--- config.mk ---
export PLATFORM = sky130hd
export DESIGN_NAME = sy_axi_mux
export DESIGN_NICKNAME = d
export VERILOG_FILES = /design/src/rtl/sy_axi_pkg.sv /design/src/rtl/sy_axi_rr_arb.sv /design/src/rtl/sy_axi_mux.sv
export SDC_FILE = /design/constraint.sdc
export NUM_CORES = 1
export LEC_CHECK = 0
export BUFFER_PORTS_ARGS = -buffer_cell sky130_fd_sc_hd__buf_2
export CELL_PAD_IN_SITES_DETAIL_PLACEMENT = 1
export CELL_PAD_IN_SITES_GLOBAL_PLACEMENT = 1
export CORE_AREA = 2 2 213 215
export CTS_CLUSTER_DIAMETER = 50
export DETAILED_ROUTE_END_ITERATION = 12
export DIE_AREA = 0 0 215 217
export GPL_TIMING_DRIVEN = 0
export PLACE_DENSITY_LB_ADDON = 0.1
export REMOVE_ABC_BUFFERS = 1
export SYNTH_ARGS = -nofsm -noshare
export SYNTH_HDL_FRONTEND = slang
export SYNTH_SLANG_ARGS = --single-unit
--- constraint.sdc ---
create_clock -name clk_i -period 6.9 [get_ports clk_i]
set_clock_uncertainty 0.2 [all_clocks]
set_input_delay 0.69 -clock clk_i [delete_from_list [all_inputs] [get_ports clk_i]]
set_output_delay 0.69 -clock clk_i [all_outputs]
set_load 0.005 [all_outputs]
--- src/rtl/sy_axi_pkg.sv ---
// Shared AXI types for the core-side and crossbar-side ports.
// Crossbar IDs carry the originating master index in their MSBs.
package sy_axi;

    localparam int unsigned NrSlaves    = 2;
    localparam int unsigned IdWidth     = 4;
    localparam int unsigned AddrWidth   = 32;
    localparam int unsigned DataWidth   = 32;
    localparam int unsigned MstIdxWidth = $clog2(NrSlaves);
    localparam int unsigned IdSlvWidth  = IdWidth + MstIdxWidth;

    typedef logic [IdWidth-1:0]     id_t;
    typedef logic [IdSlvWidth-1:0]  id_slv_t;
    typedef logic [AddrWidth-1:0]   addr_t;
    typedef logic [DataWidth-1:0]   data_t;
    typedef logic [DataWidth/8-1:0] strb_t;
    typedef logic [7:0]             len_t;
    typedef logic [1:0]             axi_resp_t;
    typedef logic [MstIdxWidth-1:0] mst_idx_t;

    typedef struct packed {
        id_t   id;
        addr_t addr;
        len_t  len;
    } ax_t;

    typedef struct packed {
        id_slv_t id;
        addr_t   addr;
        len_t    len;
    } ax_slv_t;

    typedef struct packed {
        data_t data;
        strb_t strb;
        logic  last;
    } w_t;

    typedef struct packed {
        id_t       id;
        data_t     data;
        axi_resp_t resp;
        logic      last;
    } r_t;

    typedef struct packed {
        id_slv_t   id;
        data_t     data;
        axi_resp_t resp;
        logic      last;
    } r_slv_t;

    typedef struct packed {
        id_t       id;
        axi_resp_t resp;
    } b_t;

    typedef struct packed {
        id_slv_t   id;
        axi_resp_t resp;
    } b_slv_t;

    typedef struct packed {
        logic aw_valid;
        ax_t  aw;
        logic w_valid;
        w_t   w;
        logic b_ready;
        logic ar_valid;
        ax_t  ar;
        logic r_ready;
    } req_t;

    typedef struct packed {
        logic aw_ready;
        logic ar_ready;
        logic w_ready;
        logic b_valid;
        b_t   b;
        logic r_valid;
        r_t   r;
    } resp_t;

    typedef struct packed {
        logic    aw_valid;
        ax_slv_t aw;
        logic    w_valid;
        w_t      w;
        logic    b_ready;
        logic    ar_valid;
        ax_slv_t ar;
        logic    r_ready;
    } req_slv_t;

    typedef struct packed {
        logic   aw_ready;
        logic   ar_ready;
        logic   w_ready;
        logic   b_valid;
        b_slv_t b;
        logic   r_valid;
        r_slv_t r;
    } resp_slv_t;

endpackage

--- src/rtl/sy_axi_rr_arb.sv ---
// Round-robin arbiter that holds its grant until the handshake completes.
module sy_axi_rr_arb #(
    parameter  int unsigned NrReq    = 2,
    localparam int unsigned IdxWidth = $clog2(NrReq)
) (
    input  logic                clk_i,
    input  logic                rst_i,
    input  logic [NrReq-1:0]    req,
    input  logic                hs_ready,
    output logic                gnt_valid,
    output logic [IdxWidth-1:0] gnt_idx
);

    typedef logic [IdxWidth-1:0] idx_t;

    idx_t ptr;
    idx_t lock_idx;
    logic lock;

    always_comb begin
        gnt_valid = lock;
        gnt_idx   = lock_idx;
        if (!lock) begin
            for (int unsigned i = 0; i < NrReq; i++) begin
                if (!gnt_valid && req[(32'(ptr) + i) % NrReq]) begin
                    gnt_valid = 1'b1;
                    gnt_idx   = idx_t'((32'(ptr) + i) % NrReq);
                end
            end
        end
    end

    always_ff @(posedge clk_i) begin
        if (rst_i) begin
            ptr      <= '0;
            lock     <= 1'b0;
            lock_idx <= '0;
        end else if (gnt_valid && hs_ready) begin
            lock <= 1'b0;
            ptr  <= idx_t'((32'(gnt_idx) + 1) % NrReq);
        end else if (gnt_valid) begin
            lock     <= 1'b1;
            lock_idx <= gnt_idx;
        end
    end

endmodule

--- src/rtl/sy_axi_mux.sv ---
// Merges the core AXI masters onto one crossbar port; the master
// index travels in the ID MSBs and W follows AW grant order.
module sy_axi_mux
    import sy_axi::*;
#(
    parameter int unsigned MaxWTrans = 4
) (
    input  logic      clk_i,
    input  logic      rst_i,
    input  req_t      mst_req_i  [NrSlaves],
    output resp_t     mst_resp_o [NrSlaves],
    output req_slv_t  slv_req_o,
    input  resp_slv_t slv_resp_i
);

    localparam int unsigned NrMst    = NrSlaves;
    localparam int unsigned PtrWidth = $clog2(MaxWTrans);

    typedef logic [PtrWidth-1:0] wptr_t;
    typedef logic [PtrWidth:0]   wcnt_t;

    logic [NrMst-1:0] ar_req;
    logic [NrMst-1:0] aw_req;
    logic             ar_gnt;
    logic             aw_gnt;
    mst_idx_t         ar_idx;
    mst_idx_t         aw_idx;

    mst_idx_t w_fifo [MaxWTrans];
    wptr_t    w_wr;
    wptr_t    w_rd;
    wcnt_t    w_cnt;
    logic     w_full;
    logic     w_push;
    logic     w_pop;
    mst_idx_t w_head;
    mst_idx_t r_idx;
    mst_idx_t b_idx;

    assign w_full = (w_cnt == wcnt_t'(MaxWTrans));
    assign w_head = w_fifo[w_rd];
    assign r_idx  = slv_resp_i.r.id[IdSlvWidth-1 -: MstIdxWidth];
    assign b_idx  = slv_resp_i.b.id[IdSlvWidth-1 -: MstIdxWidth];
    assign w_push = slv_req_o.aw_valid && slv_resp_i.aw_ready;
    assign w_pop  = slv_req_o.w_valid && slv_resp_i.w_ready
                 && slv_req_o.w.last;

    // A full route FIFO only blocks new AW arbitration, never a held grant.
    always_comb begin
        for (int unsigned i = 0; i < NrMst; i++) begin
            ar_req[i] = mst_req_i[i].ar_valid;
            aw_req[i] = mst_req_i[i].aw_valid && !w_full;
        end
    end

    sy_axi_rr_arb #(.NrReq(NrMst)) u_ar_arb (
        .clk_i    (clk_i),
        .rst_i    (rst_i),
        .req      (ar_req),
        .hs_ready (slv_resp_i.ar_ready),
        .gnt_valid(ar_gnt),
        .gnt_idx  (ar_idx)
    );

    sy_axi_rr_arb #(.NrReq(NrMst)) u_aw_arb (
        .clk_i    (clk_i),
        .rst_i    (rst_i),
        .req      (aw_req),
        .hs_ready (slv_resp_i.aw_ready),
        .gnt_valid(aw_gnt),
        .gnt_idx  (aw_idx)
    );

    always_ff @(posedge clk_i) begin
        if (rst_i) begin
            w_wr  <= '0;
            w_rd  <= '0;
            w_cnt <= '0;
            for (int unsigned i = 0; i < MaxWTrans; i++) w_fifo[i] <= '0;
        end else begin
            if (w_push) begin
                w_fifo[w_wr] <= aw_idx;
                w_wr         <= w_wr + wptr_t'(1);
            end
            if (w_pop) w_rd <= w_rd + wptr_t'(1);
            if (w_push && !w_pop)      w_cnt <= w_cnt + wcnt_t'(1);
            else if (!w_push && w_pop) w_cnt <= w_cnt - wcnt_t'(1);
        end
    end

    always_comb begin
        slv_req_o = '0;
        for (int unsigned i = 0; i < NrMst; i++) mst_resp_o[i] = '0;
        if (!rst_i) begin
            slv_req_o.ar_valid = ar_gnt;
            slv_req_o.ar.id    = {ar_idx, mst_req_i[ar_idx].ar.id};
            slv_req_o.ar.addr  = mst_req_i[ar_idx].ar.addr;
            slv_req_o.ar.len   = mst_req_i[ar_idx].ar.len;
            mst_resp_o[ar_idx].ar_ready = ar_gnt && slv_resp_i.ar_ready;

            slv_req_o.aw_valid = aw_gnt;
            slv_req_o.aw.id    = {aw_idx, mst_req_i[aw_idx].aw.id};
            slv_req_o.aw.addr  = mst_req_i[aw_idx].aw.addr;
            slv_req_o.aw.len   = mst_req_i[aw_idx].aw.len;
            mst_resp_o[aw_idx].aw_ready = aw_gnt && slv_resp_i.aw_ready;

            if (w_cnt != '0) begin
                slv_req_o.w_valid = mst_req_i[w_head].w_valid;
                slv_req_o.w       = mst_req_i[w_head].w;
                mst_resp_o[w_head].w_ready = slv_resp_i.w_ready;
            end

            if (32'(r_idx) < NrMst) begin
                mst_resp_o[r_idx].r_valid = slv_resp_i.r_valid;
                mst_resp_o[r_idx].r.id    = slv_resp_i.r.id[IdWidth-1:0];
                mst_resp_o[r_idx].r.data  = slv_resp_i.r.data;
                mst_resp_o[r_idx].r.resp  = slv_resp_i.r.resp;
                mst_resp_o[r_idx].r.last  = slv_resp_i.r.last;
                slv_req_o.r_ready = mst_req_i[r_idx].r_ready;
            end else begin
                slv_req_o.r_ready = 1'b1;
            end

            if (32'(b_idx) < NrMst) begin
                mst_resp_o[b_idx].b_valid = slv_resp_i.b_valid;
                mst_resp_o[b_idx].b.id    = slv_resp_i.b.id[IdWidth-1:0];
                mst_resp_o[b_idx].b.resp  = slv_resp_i.b.resp;
                slv_req_o.b_ready = mst_req_i[b_idx].b_ready;
            end else begin
                slv_req_o.b_ready = 1'b1;
            end
        end
    end

    a_pop_empty: assert property (@(posedge clk_i) disable iff (rst_i)
        !(w_pop && w_cnt == '0));
    a_push_full: assert property (@(posedge clk_i) disable iff (rst_i)
        !(w_push && w_full));
    a_ar_stable: assert property (@(posedge clk_i) disable iff (rst_i)
        slv_req_o.ar_valid && !slv_resp_i.ar_ready |=> slv_req_o.ar_valid);
    a_aw_stable: assert property (@(posedge clk_i) disable iff (rst_i)
        slv_req_o.aw_valid && !slv_resp_i.aw_ready |=> slv_req_o.aw_valid);
    a_r_idx: assert property (@(posedge clk_i) disable iff (rst_i)
        !(slv_resp_i.r_valid && 32'(r_idx) >= NrMst));
    a_b_idx: assert property (@(posedge clk_i) disable iff (rst_i)
        !(slv_resp_i.b_valid && 32'(b_idx) >= NrMst));

endmodule

==> results.yml, run 1 <==
yosys:
  synth.most_common_cell: "nand2_1"
  yosys-top-cells-count: "259 x nand2_1, 94 x and2_1, 87 x a21oi_1"
  synth_edf_count: 4
  synth_top_area_share_pct: 26.5
  synth-async-reset-ratio_pct: 0
  yosys_warnings: 0
  ys_ff_latch: 19
  yosysSeqAreaShare_pct: 11.5
  synth_area_leader_cell: "nand2_1"
  synth_ff_type: "dfxtp_1"
  synthTopCellsByArea: "nand2_1 27%, and2_1 16%, mux2i_1 14%, a21oi_1 12%, dfxtp_1 8.2%"
  syn-cell-area_um2: 3660
  syn_avg_cell_area_um2: 5.74
  yosysUniqueCellTypes: 38
  syn_inst: 638
cts:
  cts.clk_slew.worst_paths_ns: 0.06
  post-cts-setup-buffers: 0
  cts.sink_count: 19
  clock_path_buffers: 2
  cts_buffers: 3
  htreeDepth: 1
  hold_buffers: 0
  tritoncts: "yes"
  clk_latency_ns: 0.26
  post_cts_resize_count: 0
  clockRootBuffer: "clkbuf_16"
route:
  wirelength_um: 27200
  vias: 6088
  drtIter0Drc: 166
  drt_first_pass_iters: 4
  drcViolationCount: 0
  ant_nets: 0
  post_drt_wl_per_cell_um: 15.6
  via_per_inst: 3.49
layout:
  nNetsFinal: 1459
  area_growth_pct: 95.2
  layout-drive-gt1-share_pct: 49.7
  fillers: 5725
  fin_util_pct: 16.0
worst_setup_path:
  crit_type: "input pin to flop"
  r2r_cells: 9
  crit_required_ns: 6.88
  r2r-end: "w_cnt[2]"
  crit_path_end_kind: "flop"
  worstPathMaxFanout: 69
  r2r_slack_ns: 3.63
  reg2reg_from: "w_fifo[0]"
  arrival_ns: 4.10
  cp-start-kind: "input pin"
timing:
  hold_slack_ns: 0.269
  drv_slew: 0
  fmax_ghz: 0.242
  rsz0062_at_grt: "false"
  fin_setup_tns_ns: 0
  finalHoldViolCount: 0
  setup_slack_ns: 2.78
  setup-violations-final: 0
  fin_crit_sh_pct: 59.8
  tightest_slew_ns: 0.875
  fin_crit_ns: 4.12
  maxSlewHeadroom_pct: 41.6
place:
  io_buffers: 545
  globalplace.congestion: 0.747
  place_hpwl_um: 23000
  dp_slack_ns: 2.46
floorplanning:
  io_pins: 546
  fp.coreArea_um2: 44700
  die_x_um: 215
  rows: 78
  dieHeight_um: 217
  die_area_um2: 46700
  initial_core_util_pct: 8.20
power_and_ir_drop:
  peakVddDrop_mv: 0.0506
  power_mw: 0.740
  power.density_nw_per_um2: 104
  p_leak_nw: 4.20
grt:
  grt_first_pass_wirelength_um: 39100
  grt_pass1_vias: 6144
  antenna_found_initial: 1
  gr-total-overflow: 0
  grt_max_degree: 70
  grtUsageTotal_pct: 10.7
run:
  max_cap_viol_count: 0
hold_path:
  hold_start: "w_rd[1]"
  holdPathEnd: "w_rd[1]"
  holdPathStages: 1
  hold_path_class: "flop to flop"
outcome:
  status: "completed"
[per-layer routing]
metal,wire length (um),global-route usage [%],vias to the layer above
met5,0,0,-
met2,14100,20.2,220
met1,11300,12.9,2789
met4,216,0.552,0
met3,1610,2.42,10
li1,-,-,3069
[final cells by class]
cell class	count	area [um^2]	share of cell area [%]
repair buffers	552	2870	40.1
clock inverters	1	5.00	0.0700
well taps	600	751	10.5
multi-input cells	561	3010	42.0
inverters	6	23.8	0.332
diodes	1	2.50	0.0350
clock buffers	3	75.1	1.05
flip-flops and latches	19	420	5.88
[kinds of logic after synthesis]
kind of cell    Yosys count  synth area share, %
buf+inv                  58                 7.44
xor+xnor                  2                0.478
simple gates            396                 48.4
compound gates          105                 15.6
fa+ha+maj                 2                0.888
flops                    19                 11.5
mux                      56                 15.7
[worst max path at each step]
stage	startpoint	endpoint	slack [ns]	cells past startpoint
after floorplan	rst_i	w_cnt[2]	2.95	9
after global placement	rst_i	w_cnt[1]	-0.44	9
after detailed placement	rst_i	w_cnt[2]	2.46	11
after CTS	rst_i	w_cnt[2]	2.70	11
after global routing	rst_i	w_cnt[2]	2.36	11
final	rst_i	w_cnt[2]	2.78	11
[report_power, final]
group | switching [mW] | internal, mW | total [mW]
Clock | 0.0473 | 0.0780 | 0.125
Sequential | 0.00803 | 0.122 | 0.130
Combinational | 0.259 | 0.226 | 0.485
[worst max-delay path, cell delays in order]
cell      delay (ns)
buf_4           0.64
clkinv_2        0.82
buf_12          0.43
nand3_1         0.33
inv_1           0.10
ha_1            0.23
inv_1           0.07
fa_1            0.18
xor2_1          0.07
or3_1           0.30
a21oi_1         0.15
[per-stage QoR]
step | instance area (um^2) | std cells
after floorplan | 3410 | 586
after global placement | 6890 | 1731
after detailed placement | 7070 | 1738
after CTS | 7150 | 1742
after global routing | 7150 | 1743
final | 7150 | 1743
[layout by cell type, fill, tap and decap left out, drive strengths merged, types with 2 or more instances in the layout]
cell and count:
inv 5, or3 4, a311oi 2, and2 94, nor2b 5, edfxtp 4, mux2 2, clkbuf 3
nor3 5, nor4 2, xor2 2, a21oi 87, o21ai 7, clkinv 2, dfxtp 15, nor2 20
mux2i 53, o31ai 2, nand2 259, buf 552, nand3 3
No activity file was read; power rests on OpenSTA's default activity.
==> run 2: changes to the inputs <==
--- a/config.mk
+++ b/config.mk
@@ -8,10 +8,10 @@
 export BUFFER_PORTS_ARGS = -buffer_cell sky130_fd_sc_hd__buf_2
 export CELL_PAD_IN_SITES_DETAIL_PLACEMENT = 1
 export CELL_PAD_IN_SITES_GLOBAL_PLACEMENT = 1
-export CORE_AREA = 2 2 213 215
+export CORE_AREA = 2 2 214 216
 export CTS_CLUSTER_DIAMETER = 50
 export DETAILED_ROUTE_END_ITERATION = 12
-export DIE_AREA = 0 0 215 217
+export DIE_AREA = 0 0 216 218
 export GPL_TIMING_DRIVEN = 0
 export PLACE_DENSITY_LB_ADDON = 0.1
 export REMOVE_ABC_BUFFERS = 1
==> constraint.sdc (replaced) <==
create_clock -name clk_i -period 3.6 [get_ports clk_i]
set_clock_uncertainty 0.2 [all_clocks]
set_input_delay 0.36 -clock clk_i [delete_from_list [all_inputs] [get_ports clk_i]]
set_output_delay 0.36 -clock clk_i [all_outputs]
set_load 0.005 [all_outputs]
==> run 2 against run 1 <==
Effect of this change: critical path depth fell by 6; clock power rose by 94%; sequential cell count did not move; via count fell by 0.26%; critical path type is now flop to primary output; critical endpoint is now slv_req_o[87]; highest routed layer unchanged.
==> results.yml, run 2 (synthesis gave the netlist of run 1 again) <==
route:
  post_drt_wl_per_cell_um: 15.8
  drtIter0Drc: 231
  vias: 6072
  wirelength_um: 27600
  ant_nets: 0
  drt_first_pass_iters: 4
  drcViolationCount: 0
  via_per_inst: 3.48
grt:
  grt_pass1_vias: 5926
  grt_max_degree: 70
  grtUsageTotal_pct: 10.6
  grt_first_pass_wirelength_um: 38900
  gr-total-overflow: 0
  antenna_found_initial: 2
worst_setup_path:
  crit_chain: "nor3b_1, o31a_2, buf_12, mux2i_1, buf_2"
  worstPathMaxFanout: 27
  crit_path_start: "w_cnt[2]"
  arrival_ns: 2.78
  crit_buf_inv: 2
  cp_slowest_cell: "o31a_2"
  crit_path_max_incr_delay_ns: 0.82
  path_delay_family: "compound AO/OA/AOI/OAI gates"
  crit_type: "flop to primary output"
  crit_required_ns: 3.04
  crit_path_end_kind: "primary output"
  cp-start-kind: "flop"
timing:
  fin_crit_sh_pct: 92.7
  setup-violations-final: 0
  rsz0062_at_grt: "false"
  fmax_ghz: 0.300
  fin_crit_ns: 3.34
  maxSlewHeadroom_pct: 41.2
  tightest_slew_ns: 0.877
  finalHoldViolCount: 0
  hold_slack_ns: 0.132
  drv_slew: 0
place:
  place_hpwl_um: 23400
  io_buffers: 545
  dpl.cell_count: 1737
  globalplace.congestion: 0.708
  place_area_um2: 7070
layout:
  nNetsFinal: 1458
  stdcell_count: 1743
  layout-drive-gt1-share_pct: 49.7
  final_common_cell: "buf_2"
  fin_area_um2: 7160
  area_growth_pct: 95.5
  final_cell_mix: "544 x buf_2, 259 x nand2_1, 94 x and2_1, 87 x a21oi_1, 53 x mux2i_1"
floorplanning:
  die_x_um: 216
  fp.coreArea_um2: 44900
  rows: 78
  initial_core_util_pct: 8.16
  dieHeight_um: 218
  io_pins: 546
  die_area_um2: 47100
power_and_ir_drop:
  switching_share_pct: 42.6
  power.density_nw_per_um2: 198
  combPwrFrac_pct: 65.3
  pwr-share-seq_pct: 17.6
  peakVddDrop_mv: 0.128
  p_leak_nw: 4.20
  power_frac_clock_pct: 17.1
  p_int_mw: 0.814
  power.switching_mw: 0.605
outcome:
  status: "completed"
cts:
  clock_path_buffers: 2
  clk_latency_ns: 0.26
  cts.sink_count: 19
  post-cts-setup-buffers: 0
  clockRootBuffer: "clkbuf_16"
  tritoncts: "yes"
  cts_buffers: 3
  htreeDepth: 1
  cts.clk_slew.worst_paths_ns: 0.06
run:
  max_cap_viol_count: 0
hold_path:
  hold_start: "slv_resp_i[51]"
  hold_path_class: "input pin to flop"
run 2: stage by stage:
stage | util (%) | power [mW] | setup slack (ns) | TNS [ns]
6_report | 16.0 | 1.42 | 0.262 | 0
5_1_grt | 16.0 | 1.56 | 0.0273 | 0
4_1_cts | 15.9 | 1.46 | 0.131 | 0
3_5_place_dp | 15.7 | 1.21 | -0.449 | -0.991
3_3_place_gp | 15.4 | 1.21 | -3.47 | -234.17
2_1_floorplan | - | 0.667 | -0.0158 | -0.0158
run 2: final timing paths:
kind,cells after the start,endpoint,slack (ns)
setup / recovery,5,slv_req_o[87],0.26
setup reg to reg,9,w_cnt[2],0.35
hold / removal,2,u_aw_arb.lock,0.13
hold reg to reg,1,w_rd[1],0.27
run 2: power groups by stage:
stage / clock, mW / sequential (mW) / combinational [mW]
3_5_place_dp: 0 / 0.255 / 0.953
3_3_place_gp: 0 / 0.254 / 0.956
5_1_grt: 0.265 / 0.253 / 1.04
4_1_cts: 0.255 / 0.250 / 0.958
6_report: 0.243 / 0.250 / 0.926
2_1_floorplan: 0 / 0.249 / 0.418
run 2: routing by layer:
metal / wire (um) / GRT usage (%) / up-vias
met5: 0 / 0 / -
met3: 1670 / 2.25 / 4
met1: 11500 / 13.2 / 2774
li1: - / - / 3080
met4: 55 / 0.571 / 0
met2: 14400 / 19.6 / 214
run 2: repair_timing:
item                       4_1_cts  5_1_grt
resized for setup                1        1
pin swaps                        0        0
setup endpoints to repair        2        2
hold buffers                     0        0
hold endpoints to repair         0        0
run 2: cell type report:
cell class,count,area [um^2]
clock buffer,3,75.1
timing repair buffer,551,2870
tap,600,751
antenna,2,5.00
fill,5677,37700
multi-input combinational,561,3010
clock inverter,1,5.00
sequential,19,420
inverter,6,27.5
run 2: worst reg2reg max path, delay by kind of cell, from the launching register on:
| kind | cells | cell delay [ns] |
|---|---|---|
| xor+xnor | 1 | 0.16 |
| flops | 1 | 0.37 |
| mux | 2 | 1.17 |
| buf+inv | 1 | 0.06 |
| compound gates | 1 | 0.15 |
| simple gates | 2 | 0.50 |
| fa+ha+maj | 2 | 0.57 |
==> run 3: changes to the inputs <==
--- a/config.mk
+++ b/config.mk
@@ -14,6 +14,7 @@
 export DIE_AREA = 0 0 216 218
 export GPL_TIMING_DRIVEN = 0
 export PLACE_DENSITY_LB_ADDON = 0.1
+export RECOVER_POWER = 25
 export REMOVE_ABC_BUFFERS = 1
 export SYNTH_ARGS = -nofsm -noshare
 export SYNTH_HDL_FRONTEND = slang
==> run 3 against run 2 <==
Effect of this change: critical path depth unchanged; fmax up 1.3%; cell count unchanged; core utilization down 0.18 points; highest routed layer unchanged.
==> results.yml, run 3 (synthesis gave the netlist of run 1 again) <==
floorplanning:
  die_x_um: 216
  io_pins: 546
  die_area_um2: 47100
  initial_core_util_pct: 8.16
  dieHeight_um: 218
  fp.coreArea_um2: 44900
  rows: 78
route:
  drt_first_pass_iters: 4
  wirelength_um: 27600
  post_drt_wl_per_cell_um: 15.8
  drtIter0Drc: 212
  drcViolationCount: 0
  vias: 6072
  via_per_inst: 3.48
  ant_nets: 0
timing:
  tightest_slew_ns: 1.44
  drv_slew: 0
  fmax_ghz: 0.304
  fin_crit_sh_pct: 91.5
  setup_slack_ns: 0.305
  finalHoldViolCount: 0
  maxSlewHeadroom_pct: 3.97
  fin_crit_ns: 3.29
  setup-violations-final: 0
  rsz0062_at_grt: "false"
worst_setup_path:
  cp-start-kind: "flop"
  cp_slowest_cell: "o31a_2"
  crit_path_max_incr_delay_ns: 0.81
  crit_required_ns: 3.04
  path_delay_family: "compound AO/OA/AOI/OAI gates"
  worstPathMaxFanout: 27
  crit_chain: "nor3b_1, o31a_2, buf_12, mux2i_1, buf_2"
  r2r-end: "w_cnt[2]"
  crit_buf_inv: 2
  arrival_ns: 2.73
  r2r_cells: 9
  crit_path_end_kind: "primary output"
  crit_type: "flop to primary output"
  r2r_slack_ns: 0.35
hold_path:
  holdPathEnd: "u_aw_arb.lock"
  holdPathStages: 2
  hold_start: "slv_resp_i[51]"
  hold_path_class: "input pin to flop"
power_and_ir_drop:
  combPwrFrac_pct: 65.0
  p_leak_nw: 4.08
  power_frac_clock_pct: 17.3
  pwr-share-seq_pct: 17.7
  power.switching_mw: 0.603
  power.density_nw_per_um2: 199
  p_int_mw: 0.805
  switching_share_pct: 42.8
  peakVddDrop_mv: 0.128
outcome:
  status: "completed"
cts:
  clockRootBuffer: "clkbuf_16"
  clock_path_buffers: 2
  cts_buffers: 3
  post-cts-setup-buffers: 0
  htreeDepth: 1
  cts.sink_count: 19
  tritoncts: "yes"
  cts.clk_slew.worst_paths_ns: 0.06
  clk_latency_ns: 0.26
place:
  io_buffers: 545
  place_hpwl_um: 23400
  dp_slack_ns: -0.449
  globalplace.congestion: 0.708
grt:
  grtUsageTotal_pct: 10.6
  grt_max_degree: 70
  antenna_found_initial: 2
  grt_pass1_vias: 5926
  gr-total-overflow: 0
  grt_first_pass_wirelength_um: 38900
layout:
  final_cell_mix: "521 x buf_2, 259 x nand2_1, 87 x a21oi_1, 68 x and2_1, 53 x mux2i_1"
  final_common_cell: "buf_2"
  layout-drive-gt1-share_pct: 47.5
  nNetsFinal: 1458
  fin_util_pct: 15.8
  area_growth_pct: 93.2
run:
  max_cap_viol_count: 0
run 3: cell types whose count changed in the layout (fill, tap and decap cells not counted), moves of 2 or more:
| cell | change |
|---|---|
| and2_0 | +26 |
| and2_1 | -26 |
| buf_2 | -23 |
| clkbuf_1 | +22 |
| clkbuf_2 | +2 |
run 3: worst max-delay path by stage:
stage	slack, ns	end	from	cells past startpoint
final	0.31	slv_req_o[87]	w_cnt[2]	5
after global routing	0.03	slv_req_o[87]	w_cnt[2]	5
after CTS	0.13	slv_req_o[106]	w_cnt[2]	5
after detailed placement	-0.45	w_cnt[2]	rst_i	11
after global placement	-3.47	w_cnt[1]	rst_i	9
after floorplan	-0.02	w_cnt[2]	rst_i	9
run 3: power by group through the flow:
stage	combinational (mW)	clock, mW	sequential [mW]
after floorplan	0.418	0	0.249
after global placement	0.956	0	0.254
after detailed placement	0.953	0	0.255
after CTS	0.958	0.255	0.250
after global routing	1.03	0.265	0.252
final	0.915	0.244	0.249
run 3: stage by stage:
stage               instances  area, um^2  setup TNS, ns  hold slack (ns)  total power, mW
floorplan                 586        3410        -0.0158            0.227            0.667
global placement         1731        6890        -234.17            0.252             1.21
detailed placement       1737        7070         -0.991            0.253             1.21
CTS                      1741        7150              0            0.132             1.46
global route             1742        7080              0            0.147             1.54
finish                   1743        7080              0            0.136             1.41
run 3: worst register-to-register path, cell delays in order, from the launching register on:
cell and delay [ns]:
dfxtp_1 0.37, mux4_2 0.88, mux2i_1 0.29, nand3_2 0.19
ha_1 0.20, inv_1 0.06, fa_1 0.37, xor2_1 0.16
or3_1 0.31, a21oi_1 0.15
run 3: final cells by class:
cell class,instances,area [um^2]
fillers,5690,37800
multi-input cells,561,2980
repair buffers,551,2820
well taps,600,751
flip-flops and latches,19,420
clock buffers,3,75.1
inverters,6,27.5
clock inverters,1,5.00
diodes,2,5.00
run 3: per-layer routing:
layer	GRT usage, %	wire length, um	up-vias
met1	13.2	11400	2775
met3	2.25	1670	4
met5	0	0	-
li1	-	-	3077
met2	19.6	14400	216
met4	0.571	55	0
run 3: what timing repair did:
action / CTS / global route
hold buffers: 0 / 0
resized for setup: 1 / 1
hold endpoints to repair: 0 / 0
endpoints found under the setup margin: 2 / 2
